--- src/rtl/ascon_arbiter_if.sv ---
// ascon_arbiter_if: requester-side and engine-side signals of the ASCON job arbiter
// slave  : arbiter view (requester/engine inputs in, status/engine controls out)
// master : environment view (drives requests and engine status, observes arbiter outputs)
interface ascon_arbiter_if #(
  parameter int NREQ      = 2,
  parameter int BUF_DEPTH = 4,
  parameter int BLK_AD_AW = 3,
  parameter int BLK_PT_AW = 3
);
  logic [NREQ-1:0]                           req_i;
  logic [NREQ-1:0][127:0]                    key_i;
  logic [NREQ-1:0][127:0]                    nonce_i;
  logic [NREQ-1:0][BLK_AD_AW-1:0]            ad_size_i;
  logic [NREQ-1:0][BLK_PT_AW-1:0]            pt_size_i;
  logic [NREQ-1:0][BUF_DEPTH-1:0][63:0]      data_i;
  logic [NREQ-1:0]                           data_valid_i;
  logic [NREQ-1:0]                           ct_read_ack_i;
  logic [NREQ-1:0]                           grant_o;
  logic [NREQ-1:0]                           done_o;
  logic [NREQ-1:0]                           data_req_o;
  logic [NREQ-1:0]                           ct_ready_o;
  logic [127:0]                              tag_o;
  logic                                      eng_start_o;
  logic                                      eng_data_valid_o;
  logic                                      eng_ct_read_ack_o;
  logic [127:0]                              eng_key_o;
  logic [127:0]                              eng_nonce_o;
  logic [BLK_AD_AW-1:0]                      eng_ad_size_o;
  logic [BLK_PT_AW-1:0]                      eng_pt_size_o;
  logic [BUF_DEPTH-1:0][63:0]                eng_data_o;
  logic                                      eng_ready_i;
  logic                                      eng_done_i;
  logic                                      eng_data_req_i;
  logic                                      eng_ct_ready_i;
  logic [127:0]                              eng_tag_i;
  modport slave (
    input  req_i, key_i, nonce_i, ad_size_i, pt_size_i, data_i, data_valid_i, ct_read_ack_i,
           eng_ready_i, eng_done_i, eng_data_req_i, eng_ct_ready_i, eng_tag_i,
    output grant_o, done_o, data_req_o, ct_ready_o, tag_o, eng_start_o, eng_data_valid_o,
           eng_ct_read_ack_o, eng_key_o, eng_nonce_o, eng_ad_size_o, eng_pt_size_o, eng_data_o
  );
  modport master (
    output req_i, key_i, nonce_i, ad_size_i, pt_size_i, data_i, data_valid_i, ct_read_ack_i,
           eng_ready_i, eng_done_i, eng_data_req_i, eng_ct_ready_i, eng_tag_i,
    input  grant_o, done_o, data_req_o, ct_ready_o, tag_o, eng_start_o, eng_data_valid_o,
           eng_ct_read_ack_o, eng_key_o, eng_nonce_o, eng_ad_size_o, eng_pt_size_o, eng_data_o
  );
endinterface

--- src/rtl/ascon_arbiter.sv ---
// ascon_arbiter: round-robin sharing of one ASCON engine among NREQ requesters
// clk_i : clock
// rst_i : asynchronous active-high reset
// bus   : ascon_arbiter_if.slave carrying all requester and engine signals
module ascon_arbiter #(
  parameter int NREQ      = 2,
  parameter int BUF_DEPTH = 4,
  parameter int BLK_AD_AW = 3,
  parameter int BLK_PT_AW = 3
) (
  input logic            clk_i,
  input logic            rst_i,
  ascon_arbiter_if.slave bus
);
  localparam int OW = $clog2(NREQ);
  typedef enum logic [1:0] {IDLE, START, BUSY, RELEASE} state_t;
  state_t               r_state;
  logic [OW-1:0]        r_owner, r_rr;
  logic [127:0]         r_key, r_nonce, r_tag;
  logic [BLK_AD_AW-1:0] r_ad;
  logic [BLK_PT_AW-1:0] r_pt;
  logic [NREQ-1:0]      r_grant, r_done;
  logic                 r_start;
  logic [2*NREQ-1:0]    w_dbl;
  logic [OW-1:0]        w_off, w_win;
  logic [OW:0]          w_sum, w_sub;
  logic                 w_busy, w_route;
  // Rotate requests so the search starts at rr_ptr; lowest set offset wins.
  always_comb begin
    w_dbl = {bus.req_i, bus.req_i} >> r_rr;
    w_off = '0;
    for (int k = NREQ - 1; k >= 0; k--)
      if (w_dbl[k]) w_off = OW'(k);
    w_sum = {1'b0, r_rr} + {1'b0, w_off};
    w_sub = w_sum - (OW + 1)'(NREQ);
    w_win = (w_sum >= (OW + 1)'(NREQ)) ? w_sub[OW-1:0] : w_sum[OW-1:0];
  end
  always_ff @(posedge clk_i or posedge rst_i) begin
    if (rst_i) begin
      r_state <= IDLE;
      r_owner <= '0;
      r_rr    <= '0;
      r_key   <= '0;
      r_nonce <= '0;
      r_ad    <= '0;
      r_pt    <= '0;
      r_tag   <= '0;
      r_grant <= '0;
      r_done  <= '0;
      r_start <= 1'b0;
    end else begin
      r_done <= '0;
      case (r_state)
        IDLE: if (|bus.req_i && bus.eng_ready_i) begin
          r_owner <= w_win;
          r_key   <= bus.key_i[w_win];
          r_nonce <= bus.nonce_i[w_win];
          r_ad    <= bus.ad_size_i[w_win];
          r_pt    <= bus.pt_size_i[w_win];
          r_grant <= NREQ'(1) << w_win;
          r_start <= 1'b1;
          r_state <= START;
        end
        START: begin
          r_start <= 1'b0;
          r_state <= BUSY;
        end
        BUSY: if (bus.eng_done_i) begin
          r_tag   <= bus.eng_tag_i;
          r_done  <= NREQ'(1) << r_owner;
          r_state <= RELEASE;
        end
        RELEASE: begin
          r_rr    <= (r_owner == OW'(NREQ - 1)) ? '0 : r_owner + 1'b1;
          r_grant <= '0;
          r_state <= IDLE;
        end
        default: r_state <= IDLE;
      endcase
    end
  end
  // Handshakes pass through only to/from the owner while the engine is busy.
  always_comb begin
    w_busy                = r_state == BUSY;
    w_route               = r_state == START || r_state == BUSY;
    bus.grant_o           = r_grant;
    bus.done_o            = r_done;
    bus.tag_o             = r_tag;
    bus.eng_start_o       = r_start;
    bus.eng_key_o         = r_key;
    bus.eng_nonce_o       = r_nonce;
    bus.eng_ad_size_o     = r_ad;
    bus.eng_pt_size_o     = r_pt;
    bus.eng_data_o        = w_route ? bus.data_i[r_owner] : '0;
    bus.data_req_o        = w_busy ? NREQ'(bus.eng_data_req_i) << r_owner : '0;
    bus.ct_ready_o        = w_busy ? NREQ'(bus.eng_ct_ready_i) << r_owner : '0;
    bus.eng_data_valid_o  = w_busy && bus.data_valid_i[r_owner];
    bus.eng_ct_read_ack_o = w_busy && bus.ct_read_ack_i[r_owner];
  end
endmodule

--- src/flat_wrapper.sv ---
// flat-port wrapper written by rule: the top's interface ports become plain ports
module ascon_arbiter_flat 
#(
  parameter int NREQ      = 2,
  parameter int BUF_DEPTH = 4,
  parameter int BLK_AD_AW = 3,
  parameter int BLK_PT_AW = 3
)
  (clk_i, rst_i, bus_req_i, bus_key_i, bus_nonce_i, bus_ad_size_i, bus_pt_size_i, bus_data_i, bus_data_valid_i, bus_ct_read_ack_i, bus_eng_ready_i, bus_eng_done_i, bus_eng_data_req_i, bus_eng_ct_ready_i, bus_eng_tag_i, bus_grant_o, bus_done_o, bus_data_req_o, bus_ct_ready_o, bus_tag_o, bus_eng_start_o, bus_eng_data_valid_o, bus_eng_ct_read_ack_o, bus_eng_key_o, bus_eng_nonce_o, bus_eng_ad_size_o, bus_eng_pt_size_o, bus_eng_data_o);
  ascon_arbiter_if #(.NREQ(NREQ), .BUF_DEPTH(BUF_DEPTH), .BLK_AD_AW(BLK_AD_AW), .BLK_PT_AW(BLK_PT_AW)) bus_i ();
  input logic clk_i;
  input logic rst_i;
  input wire logic [$bits(bus_i.req_i)-1:0] bus_req_i;
  input wire logic [$bits(bus_i.key_i)-1:0] bus_key_i;
  input wire logic [$bits(bus_i.nonce_i)-1:0] bus_nonce_i;
  input wire logic [$bits(bus_i.ad_size_i)-1:0] bus_ad_size_i;
  input wire logic [$bits(bus_i.pt_size_i)-1:0] bus_pt_size_i;
  input wire logic [$bits(bus_i.data_i)-1:0] bus_data_i;
  input wire logic [$bits(bus_i.data_valid_i)-1:0] bus_data_valid_i;
  input wire logic [$bits(bus_i.ct_read_ack_i)-1:0] bus_ct_read_ack_i;
  input wire logic [$bits(bus_i.eng_ready_i)-1:0] bus_eng_ready_i;
  input wire logic [$bits(bus_i.eng_done_i)-1:0] bus_eng_done_i;
  input wire logic [$bits(bus_i.eng_data_req_i)-1:0] bus_eng_data_req_i;
  input wire logic [$bits(bus_i.eng_ct_ready_i)-1:0] bus_eng_ct_ready_i;
  input wire logic [$bits(bus_i.eng_tag_i)-1:0] bus_eng_tag_i;
  output wire logic [$bits(bus_i.grant_o)-1:0] bus_grant_o;
  output wire logic [$bits(bus_i.done_o)-1:0] bus_done_o;
  output wire logic [$bits(bus_i.data_req_o)-1:0] bus_data_req_o;
  output wire logic [$bits(bus_i.ct_ready_o)-1:0] bus_ct_ready_o;
  output wire logic [$bits(bus_i.tag_o)-1:0] bus_tag_o;
  output wire logic [$bits(bus_i.eng_start_o)-1:0] bus_eng_start_o;
  output wire logic [$bits(bus_i.eng_data_valid_o)-1:0] bus_eng_data_valid_o;
  output wire logic [$bits(bus_i.eng_ct_read_ack_o)-1:0] bus_eng_ct_read_ack_o;
  output wire logic [$bits(bus_i.eng_key_o)-1:0] bus_eng_key_o;
  output wire logic [$bits(bus_i.eng_nonce_o)-1:0] bus_eng_nonce_o;
  output wire logic [$bits(bus_i.eng_ad_size_o)-1:0] bus_eng_ad_size_o;
  output wire logic [$bits(bus_i.eng_pt_size_o)-1:0] bus_eng_pt_size_o;
  output wire logic [$bits(bus_i.eng_data_o)-1:0] bus_eng_data_o;
  assign bus_i.req_i = bus_req_i;
  assign bus_i.key_i = bus_key_i;
  assign bus_i.nonce_i = bus_nonce_i;
  assign bus_i.ad_size_i = bus_ad_size_i;
  assign bus_i.pt_size_i = bus_pt_size_i;
  assign bus_i.data_i = bus_data_i;
  assign bus_i.data_valid_i = bus_data_valid_i;
  assign bus_i.ct_read_ack_i = bus_ct_read_ack_i;
  assign bus_i.eng_ready_i = bus_eng_ready_i;
  assign bus_i.eng_done_i = bus_eng_done_i;
  assign bus_i.eng_data_req_i = bus_eng_data_req_i;
  assign bus_i.eng_ct_ready_i = bus_eng_ct_ready_i;
  assign bus_i.eng_tag_i = bus_eng_tag_i;
  assign bus_grant_o = bus_i.grant_o;
  assign bus_done_o = bus_i.done_o;
  assign bus_data_req_o = bus_i.data_req_o;
  assign bus_ct_ready_o = bus_i.ct_ready_o;
  assign bus_tag_o = bus_i.tag_o;
  assign bus_eng_start_o = bus_i.eng_start_o;
  assign bus_eng_data_valid_o = bus_i.eng_data_valid_o;
  assign bus_eng_ct_read_ack_o = bus_i.eng_ct_read_ack_o;
  assign bus_eng_key_o = bus_i.eng_key_o;
  assign bus_eng_nonce_o = bus_i.eng_nonce_o;
  assign bus_eng_ad_size_o = bus_i.eng_ad_size_o;
  assign bus_eng_pt_size_o = bus_i.eng_pt_size_o;
  assign bus_eng_data_o = bus_i.eng_data_o;
  ascon_arbiter #(.NREQ(NREQ), .BUF_DEPTH(BUF_DEPTH), .BLK_AD_AW(BLK_AD_AW), .BLK_PT_AW(BLK_PT_AW)) u_core (.clk_i(clk_i), .rst_i(rst_i), .bus(bus_i));
endmodule
--- config.mk ---
export PLATFORM = sky130hd
export DESIGN_NAME = ascon_arbiter_flat
export DESIGN_NICKNAME = d
export VERILOG_FILES = /design/src/rtl/ascon_arbiter_if.sv /design/src/rtl/ascon_arbiter.sv /design/src/flat_wrapper.sv
export SDC_FILE = /design/constraint.sdc
export NUM_CORES = 1
export LEC_CHECK = 0
export CAP_MARGIN = 40
export CELL_PAD_IN_SITES_DETAIL_PLACEMENT = 1
export CELL_PAD_IN_SITES_GLOBAL_PLACEMENT = 2
export CORE_AREA = 2 2 707 709
export CTS_BUF_LIST = sky130_fd_sc_hd__clkbuf_8
export CTS_CLUSTER_DIAMETER = 30
export DETAILED_ROUTE_END_ITERATION = 12
export DIE_AREA = 0 0 709 711
export PLACE_DENSITY = 0.31
export SETUP_SLACK_MARGIN = 0.4
export SLEW_MARGIN = 10
export SYNTH_ARGS = -nofsm -noshare
export SYNTH_HDL_FRONTEND = slang
export SYNTH_SLANG_ARGS = --single-unit
--- constraint.sdc ---
create_clock -name clk_i -period 36.7 [get_ports clk_i]
set_clock_uncertainty 0.2 [all_clocks]
set_input_delay 7.34 -clock clk_i [delete_from_list [all_inputs] [get_ports clk_i]]
set_output_delay 7.34 -clock clk_i [all_outputs]
set_load 0.01 [all_outputs]
==> run_results.csv, run 1 <==
group,metric,value,unit
outcome,status,"completed",
power,combPwrFrac,60.0,%
synth,yosysTopAreaCell,"dfrtp_1",
global_route,grt_max_degree,145,
detailed_routing,vias,27280,
clock_tree,cts-buffers-inserted,202,
setup_path,critPathKind,"in2out",
clock_tree,cts_resized,0,
timing,fin_crit,17.17,ns
clock_tree,h-tree-depth,4,
global_route,grt_usage,13.86,%
detailed_routing,drtPass1Iterations,5,
timing,relSlewSlack,10.29,%
setup_path,rr_worst_depth,7,
synth,syn_area_per_cell,10.42,um2
timing,max_slew.worst_pin.slew,1.346,ns
setup_path,required,29.16,ns
synth,syn_inst,2060,
place,dpl_worst_slack,19.53,ns
floorplanning,ioPinCount,1833,
synth,ys_seq_elements,399,
setup_path,r2r_end,"u_core.bus.tag_o[16]",
floorplanning,start_util,4.328,%
clock_tree,clkLatencyLatePin,0.95,ns
synth,synth_area_leaders,"dfrtp_1 46%, mux2i_1 12%, a32oi_1 11%",
power,p_int,2.426,mW
setup_path,cp.arrival,9.63,ns
detailed_routing,wirelength,363400,um
finish,finalInstanceArea,52330,um2
timing,slew_viol_final,0,
timing,grt_setup_unrepaired,"false",
clock_tree,ctsHoldBuffers,0,
synth,syn_nets,3241,
clock_tree,clock_path_buffers,4,
global_route,grt_overflow,0,
global_route,grt_pass1_wl,431500,um
min_path,worst_hold_path.endpoint,"u_core.bus.eng_key_o[123]",
floorplanning,die_h,711,um
detailed_routing,wire_per_inst,33.53,um
place,routabilityCongestion,0.9137,
power,clockPowerShare,21.0,%
detailed_routing,routed_via_density,2.517,
floorplanning,std_cell_rows,259,
clock_tree,post_cts_buffers,0,
floorplanning,core,496100,um2
global_route,antenna_found_initial,298,
place,placed_area,48280,um2
timing,setup_violations,0,
timing,setup_tns,0,ns
min_path,hold_path_startpoint,"u_core.bus.eng_key_o[123]",
finish,finalNetCount,5164,
synth,yosys_warnings,0,
synth,synth_area,21470,um2
setup_path,regToRegSetupSlack,32.90,ns
setup_path,start_kind,"input pin",
job,maxCapViolCount,0,
power,vdd_drop_max,0.04466,mV
detailed_routing,ant_nets,0,
synth,ys_seq_area_share,46.50,%
power,p_switching,2.163,mW
setup_path,path_max_fanout,1,
clock_tree,clk_pin_slew,0.04,ns
detailed_routing,drt_iter0_drc,1386,
global_route,grt_pass1_vias,28790,
setup_path,rr_startpoint,"u_core.r_state[0]",
power,finalPower,4.589,mW
floorplanning,fp.dieW,709,um
detailed_routing,drc,0,
place,numPortBuffers,1832,
power,p_leak,19.50,nW
synth,synth_top_area_share,46.50,%
timing,setup_slack,19.53,ns
power,swShare,47.13,%
finish,drive_gt1_share,11.77,%
timing,fmax,58.23,MHz
min_path,min_path_cells,2,
floorplanning,die-area,504100,um2
power,power.density,87.69,nW/um2
timing,finalCritPeriodShare,46.80,%
setup_path,worst_setup_path_end_kind,"output port",
clock_tree,clock-root-buffer,"clkbuf_8",
clock_tree,cts_tree,"built",
place,place_hpwl,322400,um
min_path,min_path_type,"reg2reg",
timing,hold_viol,0,
finish,syn_to_final_growth,143.7,%
synth,synthDistinctLibCells,25,
clock_tree,cts_sinks,399,
power,p_seq_share,19.0,%
synth_stat cells:
cell,instances
nand2_1,8
buf_1,1
buf_4,12
o21ai_1,79
o211ai_1,3
a2bb2oi_1,1
nand3_1,2
mux2i_1,258
clkbuf_1,84
o21ai_0,184
ha_1,5
mux2_2,129
and3_1,3
buf_6,20
a21oi_1,3
dfrtp_1,399
buf_2,72
nand4_1,1
and2_1,3
inv_1,265
and3_4,1
a32oi_1,262
nor2_1,3
nand2b_1,1
nor2b_1,261
layer usage:
metal / vias up / routed length, um / global-route usage (%)
li1: 11330 / - / -
met1: 13440 / 140900 / 15.91
met2: 1762 / 175100 / 23.95
met3: 624 / 38300 / 5.967
met4: 130 / 8138 / 2.444
met5: - / 867 / 0
kinds of logic (layout without fill, tap and decap cells):
logic type / count (synthesis) / count (layout) / share of synthesized area [%]
AO/OA/AOI/OAI: 532 / 532 / 17.03
buffers and inverters: 454 / 2530 / 9.264
flip-flops: 399 / 399 / 46.50
multiplexers: 387 / 387 / 18.79
AND/OR/NAND/NOR: 283 / 283 / 8.128
adder cells (fa/ha/maj): 5 / 5 / 0.2913
other: 0 / 46 / 0
through the flow:
step | hold WS, ns | instances | util, %
floorplan | 0.3082 | 2060 | -
global placement | 0.2777 | 10400 | 9.581
CTS | 0.2902 | 10790 | 10.52
detailed placement | 0.2807 | 10430 | 9.730
finish | 0.2913 | 10840 | 10.55
global route | 0.3141 | 10800 | 10.53
worst max-delay path: stages:
cell             delay (ns)
clkdlybuf4s50_1        0.53
mux2i_1                0.12
nor2b_1                0.73
clkdlybuf4s50_1        0.90
power by group through the flow:
stage                     Sequential [mW]  Clock [mW]  Combinational [mW]
after floorplan                     0.848           0               0.776
after global placement              0.896           0                2.81
after detailed placement            0.884           0                2.90
after CTS                           0.882        1.01                2.91
after global routing                0.902        1.03                2.94
final                               0.873       0.964                2.75
layout by cell type (no fill, tap or decap), types with 4 or more instances in the layout:
master and count:
buf_12 10, nor2b_1 261, diode_2 46, buf_8 13
clkbuf_8 241, dfrtp_1 398, o21ai_1 79, mux2_2 129
o21ai_0 184, clkdlybuf4s50_1 1825, ha_1 4, nand2_1 7
clkinv_2 17, inv_1 353, buf_16 17, mux2i_1 257
buf_4 43, a32oi_1 262
registers in the layout (all words and copies together), names as in the netlist:
signal                    count
u_core.bus.eng_start_o        1
u_core.bus.eng_key_o        128
u_core.bus.eng_pt_size_o      3
u_core.bus.eng_ad_size_o      3
u_core.r_rr                   1
u_core.bus.grant_o            2
u_core.r_owner                1
u_core.bus.tag_o            128
u_core.r_state                2
u_core.bus.eng_nonce_o      128
u_core.bus.done_o             2
how the worst max path moves through the flow:
| stage | startpoint | end | slack [ns] | cells after the start |
|---|---|---|---|---|
| floorplan | rst_i | u_core.bus.done_o[0] | 18.06 | 1 |
| global placement | bus_data_i[282] | bus_eng_data_o[26] | 19.48 | 4 |
| detailed placement | bus_data_i[272] | bus_eng_data_o[16] | 19.53 | 4 |
| CTS | bus_data_i[272] | bus_eng_data_o[16] | 19.52 | 4 |
| global route | bus_data_i[32] | bus_eng_data_o[32] | 19.56 | 4 |
| finish | bus_data_i[32] | bus_eng_data_o[32] | 19.53 | 4 |
layout make-up:
class	instances	area, um2
antenna	46	115.1
multi-input combinational	1207	9532
fill	58020	443800
inverter	265	1002
timing repair buffer	1908	19450
sequential	399	9988
clock inverter	116	598.1
tap	6655	8327
clock buffer	241	3317
(Power assumes the default switching activity.)
==> inputs of run 2 (changes only) <==
--- a/config.mk
+++ b/config.mk
@@ -8,11 +8,11 @@
 export CAP_MARGIN = 40
 export CELL_PAD_IN_SITES_DETAIL_PLACEMENT = 1
 export CELL_PAD_IN_SITES_GLOBAL_PLACEMENT = 2
-export CORE_AREA = 2 2 707 709
+export CORE_AREA = 2 2 705 707
 export CTS_BUF_LIST = sky130_fd_sc_hd__clkbuf_8
 export CTS_CLUSTER_DIAMETER = 30
 export DETAILED_ROUTE_END_ITERATION = 12
-export DIE_AREA = 0 0 709 711
+export DIE_AREA = 0 0 707 709
 export PLACE_DENSITY = 0.31
 export SETUP_SLACK_MARGIN = 0.4
 export SLEW_MARGIN = 10
==> constraint.sdc (replaced) <==
create_clock -name clk_i -period 17.75 [get_ports clk_i]
set_clock_uncertainty 0.2 [all_clocks]
set_input_delay 3.55 -clock clk_i [delete_from_list [all_inputs] [get_ports clk_i]]
set_output_delay 3.55 -clock clk_i [all_outputs]
set_load 0.01 [all_outputs]
==> run_results.csv, run 2 (same netlist as run 1, synthesis figures left out) <==
group,metric,value,unit
floorplanning,std_cell_rows,258,
setup_path,rr_startpoint,"u_core.r_state[0]",
setup_path,critPathLaunch,"bus_data_i[256]",
global_route,antenna_found_initial,357,
floorplanning,start_util,4.356,%
job,maxCapViolCount,0,
clock_tree,ctsHoldBuffers,0,
finish,mostFrequentLayoutCells,"1828 x clkdlybuf4s50_1, 398 x dfrtp_1, 346 x inv_1, 290 x clkbuf_8, 262 x a32oi_1",
timing,setup_violations,0,
clock_tree,cts_resized,0,
global_route,grt_overflow,0,
finish,final_common_cell,"clkdlybuf4s50_1",
detailed_routing,drtPass1Iterations,5,
clock_tree,cts-buffers-inserted,222,
global_route,grt_pass1_vias,29080,
clock_tree,h-tree-depth,4,
detailed_routing,vias,27740,
clock_tree,cts_sinks,399,
power,vdd_drop_max,0.1072,mV
clock_tree,clock-root-buffer,"clkbuf_8",
power,power.density,184.1,nW/um2
finish,fillers,57360,
place,place_hpwl,335800,um
detailed_routing,wire_per_inst,35.59,um
floorplanning,fp.dieW,707,um
finish,drive_gt1_share,12.95,%
clock_tree,clk_pin_slew,0.04,ns
floorplanning,core,492900,um2
timing,max_slew.worst_pin.slew,1.212,ns
timing,relSlewSlack,19.23,%
place,routabilityCongestion,0.9124,
timing,fin_crit,9.616,ns
detailed_routing,drt_iter0_drc,1097,
setup_path,worst_setup_path_end_kind,"output port",
outcome,status,"completed",
place,numPortBuffers,1832,
setup_path,path_max_fanout,1,
setup_path,required,14.00,ns
detailed_routing,drc,0,
clock_tree,clock_path_buffers,4,
setup_path,start_kind,"input pin",
global_route,grt_max_degree,140,
finish,fin_util,10.69,%
detailed_routing,routed_via_density,2.587,
power,p_leak,19.80,nW
finish,finalNetCount,5192,
timing,grt_setup_unrepaired,"false",
detailed_routing,wirelength,381700,um
timing,slew_viol_final,0,
floorplanning,die_h,709,um
timing,hold_viol,0,
min_path,min_path_type,"reg2reg",
finish,syn_to_final_growth,145.4,%
detailed_routing,ant_nets,0,
timing,fmax,104.0,MHz
clock_tree,cts_tree,"built",
timing,finalCritPeriodShare,54.18,%
setup_path,cp.arrival,5.87,ns
floorplanning,ioPinCount,1833,
timing,setup_tns,0,ns
min_path,hold_path_startpoint,"u_core.bus.eng_key_o[1]",
global_route,grt_pass1_wl,448200,um
global_route,grt_usage,14.58,%
clock_tree,clkLatencyLatePin,1.00,ns
clock_tree,post_cts_buffers,0,
floorplanning,die-area,501300,um2
setup_path,critPathKind,"in2out",
[run 2: path summary, 6_finish.rpt]
path	slack (ns)	cells after the start	to
hold reg to reg	0.29	2	u_core.bus.eng_key_o[1]
setup / recovery	8.13	5	bus_eng_data_o[0]
hold / removal	0.29	2	u_core.bus.eng_key_o[1]
max in group asynchronous	12.09	7	u_core.bus.eng_key_o[81]
min in group asynchronous	2.87	2	u_core.bus.tag_o[50]
setup reg to reg	13.54	8	u_core.bus.eng_key_o[77]
[run 2: cell type report]
type	instances	area, um2	area share [%]
Sequential cell	399	9988	18.95
Timing Repair Buffer	1916	19390	36.79
Multi-Input combinational cell	1207	9534	18.09
Clock buffer	290	3991	7.574
Antenna cell	39	97.59	0.1852
Clock inverter	109	560.5	1.064
Inverter	265	1002	1.902
Tap cell	6500	8133	15.43
[run 2: power breakdown]
part	switching (mW)	internal, mW	leakage [nW]
clock network	0.831	1.45	2.66
registers	0.489	1.34	4.93
logic	3.20	2.40	12.2
[run 2: through the flow]
stage | instances | setup WS [ns] | hold slack [ns] | power (mW) | area [um2]
6_report | 10730 | 8.134 | 0.2885 | 9.703 | 52700
5_1_grt | 10690 | 8.161 | 0.3170 | 10.29 | 52620
4_1_cts | 10680 | 8.100 | 0.2904 | 10.11 | 52560
3_5_place_dp | 10290 | 8.097 | 0.2812 | 7.692 | 48010
3_3_place_gp | 10250 | 7.803 | 0.2715 | 7.618 | 47380
2_1_floorplan | 2060 | 2.904 | 0.3082 | 3.358 | 21470
[run 2: critical path: stages]
cell and delay (ns):
clkdlybuf4s50_1 0.59, mux2i_1 0.18, buf_4 0.20, nor2b_1 0.63, clkdlybuf4s50_1 0.70
[run 2: metal layers]
layer | up-vias | global-route usage (%) | part of all wire [%]
met1 | 13650 | 17.18 | 40
met5 | - | 0 | 0.22
li1 | 11380 | - | -
met3 | 744 | 6.108 | 9.6
met4 | 128 | 2.162 | 2.0
met2 | 1839 | 25.00 | 48
==> inputs of run 3 (changes only) <==
--- a/config.mk
+++ b/config.mk
@@ -8,12 +8,12 @@
 export CAP_MARGIN = 40
 export CELL_PAD_IN_SITES_DETAIL_PLACEMENT = 1
 export CELL_PAD_IN_SITES_GLOBAL_PLACEMENT = 2
-export CORE_AREA = 2 2 705 707
+export CORE_AREA = 2 2 707 709
 export CTS_BUF_LIST = sky130_fd_sc_hd__clkbuf_8
 export CTS_CLUSTER_DIAMETER = 30
 export DETAILED_ROUTE_END_ITERATION = 12
-export DIE_AREA = 0 0 707 709
-export PLACE_DENSITY = 0.31
+export DIE_AREA = 0 0 709 711
+export PLACE_DENSITY = 0.32
 export SETUP_SLACK_MARGIN = 0.4
 export SLEW_MARGIN = 10
 export SYNTH_ARGS = -nofsm -noshare
==> constraint.sdc (replaced) <==
create_clock -name clk_i -period 7.95 [get_ports clk_i]
set_clock_uncertainty 0.2 [all_clocks]
set_input_delay 1.59 -clock clk_i [delete_from_list [all_inputs] [get_ports clk_i]]
set_output_delay 1.59 -clock clk_i [all_outputs]
set_load 0.01 [all_outputs]
==> run_results.csv, run 3 (same netlist as run 1, synthesis figures left out) <==
group,metric,value,unit
timing,fin_crit,6.036,ns
clock_tree,clk_pin_slew,0.04,ns
clock_tree,h-tree-depth,4,
finish,finalNetCount,5172,
clock_tree,cts_resized,0,
setup_path,r2r_end,"u_core.bus.eng_key_o[70]",
power,p_leak,19.49,nW
global_route,grt_pass1_vias,28740,
finish,drive_gt1_share,12.56,%
detailed_routing,vias,27280,
power,power.density,406.0,nW/um2
setup_path,regToRegSetupSlack,4.89,ns
setup_path,cp.arrival,4.25,ns
global_route,antenna_found_initial,280,
setup_path,worst_setup_path_end_kind,"output port",
power,finalPower,21.31,mW
timing,hold_slack,0.2804,ns
setup_path,rr_startpoint,"u_core.r_state[0]",
detailed_routing,drt_iter0_drc,1566,
global_route,grt_max_degree,131,
setup_path,critPathSlowestCell,"dfrtp_4",
power,vdd_drop_max,0.1850,mV
finish,syn_to_final_growth,144.4,%
timing,fmax,165.7,MHz
setup_path,crit_family,"buffers and inverters",
detailed_routing,ant_nets,0,
finish,finalInstanceArea,52490,um2
finish,mostFrequentLayoutCells,"1829 x clkdlybuf4s50_1, 398 x dfrtp_1, 323 x inv_1, 263 x clkbuf_8, 262 x a32oi_1",
timing,setup_violations,0,
floorplanning,core,496100,um2
min_path,worst_hold_path.endpoint,"u_core.bus.eng_key_o[89]",
floorplanning,die_h,711,um
floorplanning,die-area,504100,um2
clock_tree,cts-buffers-inserted,198,
global_route,grt_overflow,0,
min_path,min_path_cells,2,
setup_path,max_stage_delay,0.72,ns
clock_tree,cts_tree,"built",
setup_path,cp_cell_sequence,"buf_4, buf_4, mux2i_1, nor2b_1, clkdlybuf4s50_1",
clock_tree,clock_path_buffers,4,
clock_tree,clkLatencyLatePin,0.94,ns
place,place_hpwl,311700,um
floorplanning,ioPinCount,1833,
detailed_routing,wire_per_inst,32.61,um
setup_path,start_kind,"flop",
timing,finalCritPeriodShare,75.93,%
floorplanning,start_util,4.328,%
detailed_routing,routed_via_density,2.519,
detailed_routing,drc,0,
setup_path,critPathKind,"reg2out",
job,maxCapViolCount,0,
clock_tree,clock-root-buffer,"clkbuf_8",
place,placed_area,48330,um2
setup_path,critPathBufInv,3,
clock_tree,post_cts_buffers,0,
place,routabilityCongestion,0.9432,
detailed_routing,drtPass1Iterations,5,
timing,hold_viol,0,
timing,max_slew.worst_pin.slew,1.120,ns
finish,final_common_cell,"clkdlybuf4s50_1",
setup_path,cp_common_cell,"buf_4",
floorplanning,fp.dieW,709,um
global_route,grt_usage,13.44,%
setup_path,required,6.16,ns
timing,slew_viol_final,0,
outcome,status,"completed",
min_path,hold_path_startpoint,"u_core.bus.eng_key_o[89]",
timing,grt_setup_unrepaired,"false",
setup_path,path_max_fanout,39,
global_route,grt_pass1_wl,419800,um
finish,fillers,58040,
detailed_routing,wirelength,353100,um
setup_path,rr_worst_depth,6,
min_path,min_path_type,"reg2reg",
clock_tree,cts_sinks,399,
clock_tree,ctsHoldBuffers,0,
timing,relSlewSlack,25.34,%
timing,setup_tns,0,ns
finish,fin_util,10.58,%
floorplanning,std_cell_rows,259,
place,numPortBuffers,1832,
## run 3: changes by cell type in the layout (fill, tap and decap cells not counted), sizes merged
cell / before / now
buf: 87 / 91
clkbuf: 291 / 263
clkdlybuf4s50: 1828 / 1829
clkinv: 18 / 17
clkinvlp: 2 / 4
diode: 39 / 33
inv: 353 / 329
## run 3: layout make-up
type	count	area, um2	area share (%)
Timing Repair Buffer	1920	19470	37.10
Sequential cell	399	9988	19.03
Multi-Input combinational cell	1207	9543	18.18
Tap cell	6655	8327	15.86
Clock buffer	263	3620	6.896
Inverter	265	998.5	1.902
Clock inverter	86	457.9	0.8724
Antenna cell	33	82.58	0.1573
## run 3: where the power goes
| part | internal, mW | switching [mW] |
|---|---|---|
| sequential | 2.99 | 1.03 |
| clock | 2.93 | 1.72 |
| combinational | 5.47 | 7.18 |
## run 3: per-stage QoR
stage,cells,setup slack (ns)
detailed placement,10450,2.308
global route,10810,1.527
CTS,10800,1.492
floorplan,2060,0.7882
finish,10830,1.914
global placement,10400,2.213
## run 3: worst max-delay path by stage
stage | cells after the start | endpoint | start
after global placement | 4 | bus_eng_data_o[15] | bus_data_i[271]
after global routing | 5 | bus_eng_data_o[202] | u_core.r_owner
after CTS | 4 | bus_eng_data_o[18] | u_core.r_owner
after floorplan | 1 | u_core.bus.done_o[0] | rst_i
after detailed placement | 4 | bus_eng_data_o[237] | bus_data_i[493]
final | 5 | bus_eng_data_o[172] | u_core.r_owner
## run 3: tightest hold or removal path, delay by kind of cell (launching register included)
family | cells | cell delay [ns]
DFF | 1 | 0.33
AOI/OAI and AO/OA | 2 | 0.11
## run 3: layer usage
layer | vias up | part of all wire [%] | routed length (um) | GRT usage [%]
li1 | 11330 | - | - | -
met1 | 13540 | 39 | 136600 | 15.29
met2 | 1706 | 49 | 171500 | 23.32
met3 | 578 | 11 | 38130 | 6.170
met4 | 126 | 1.7 | 6041 | 1.942
met5 | - | 0.24 | 839 | 0
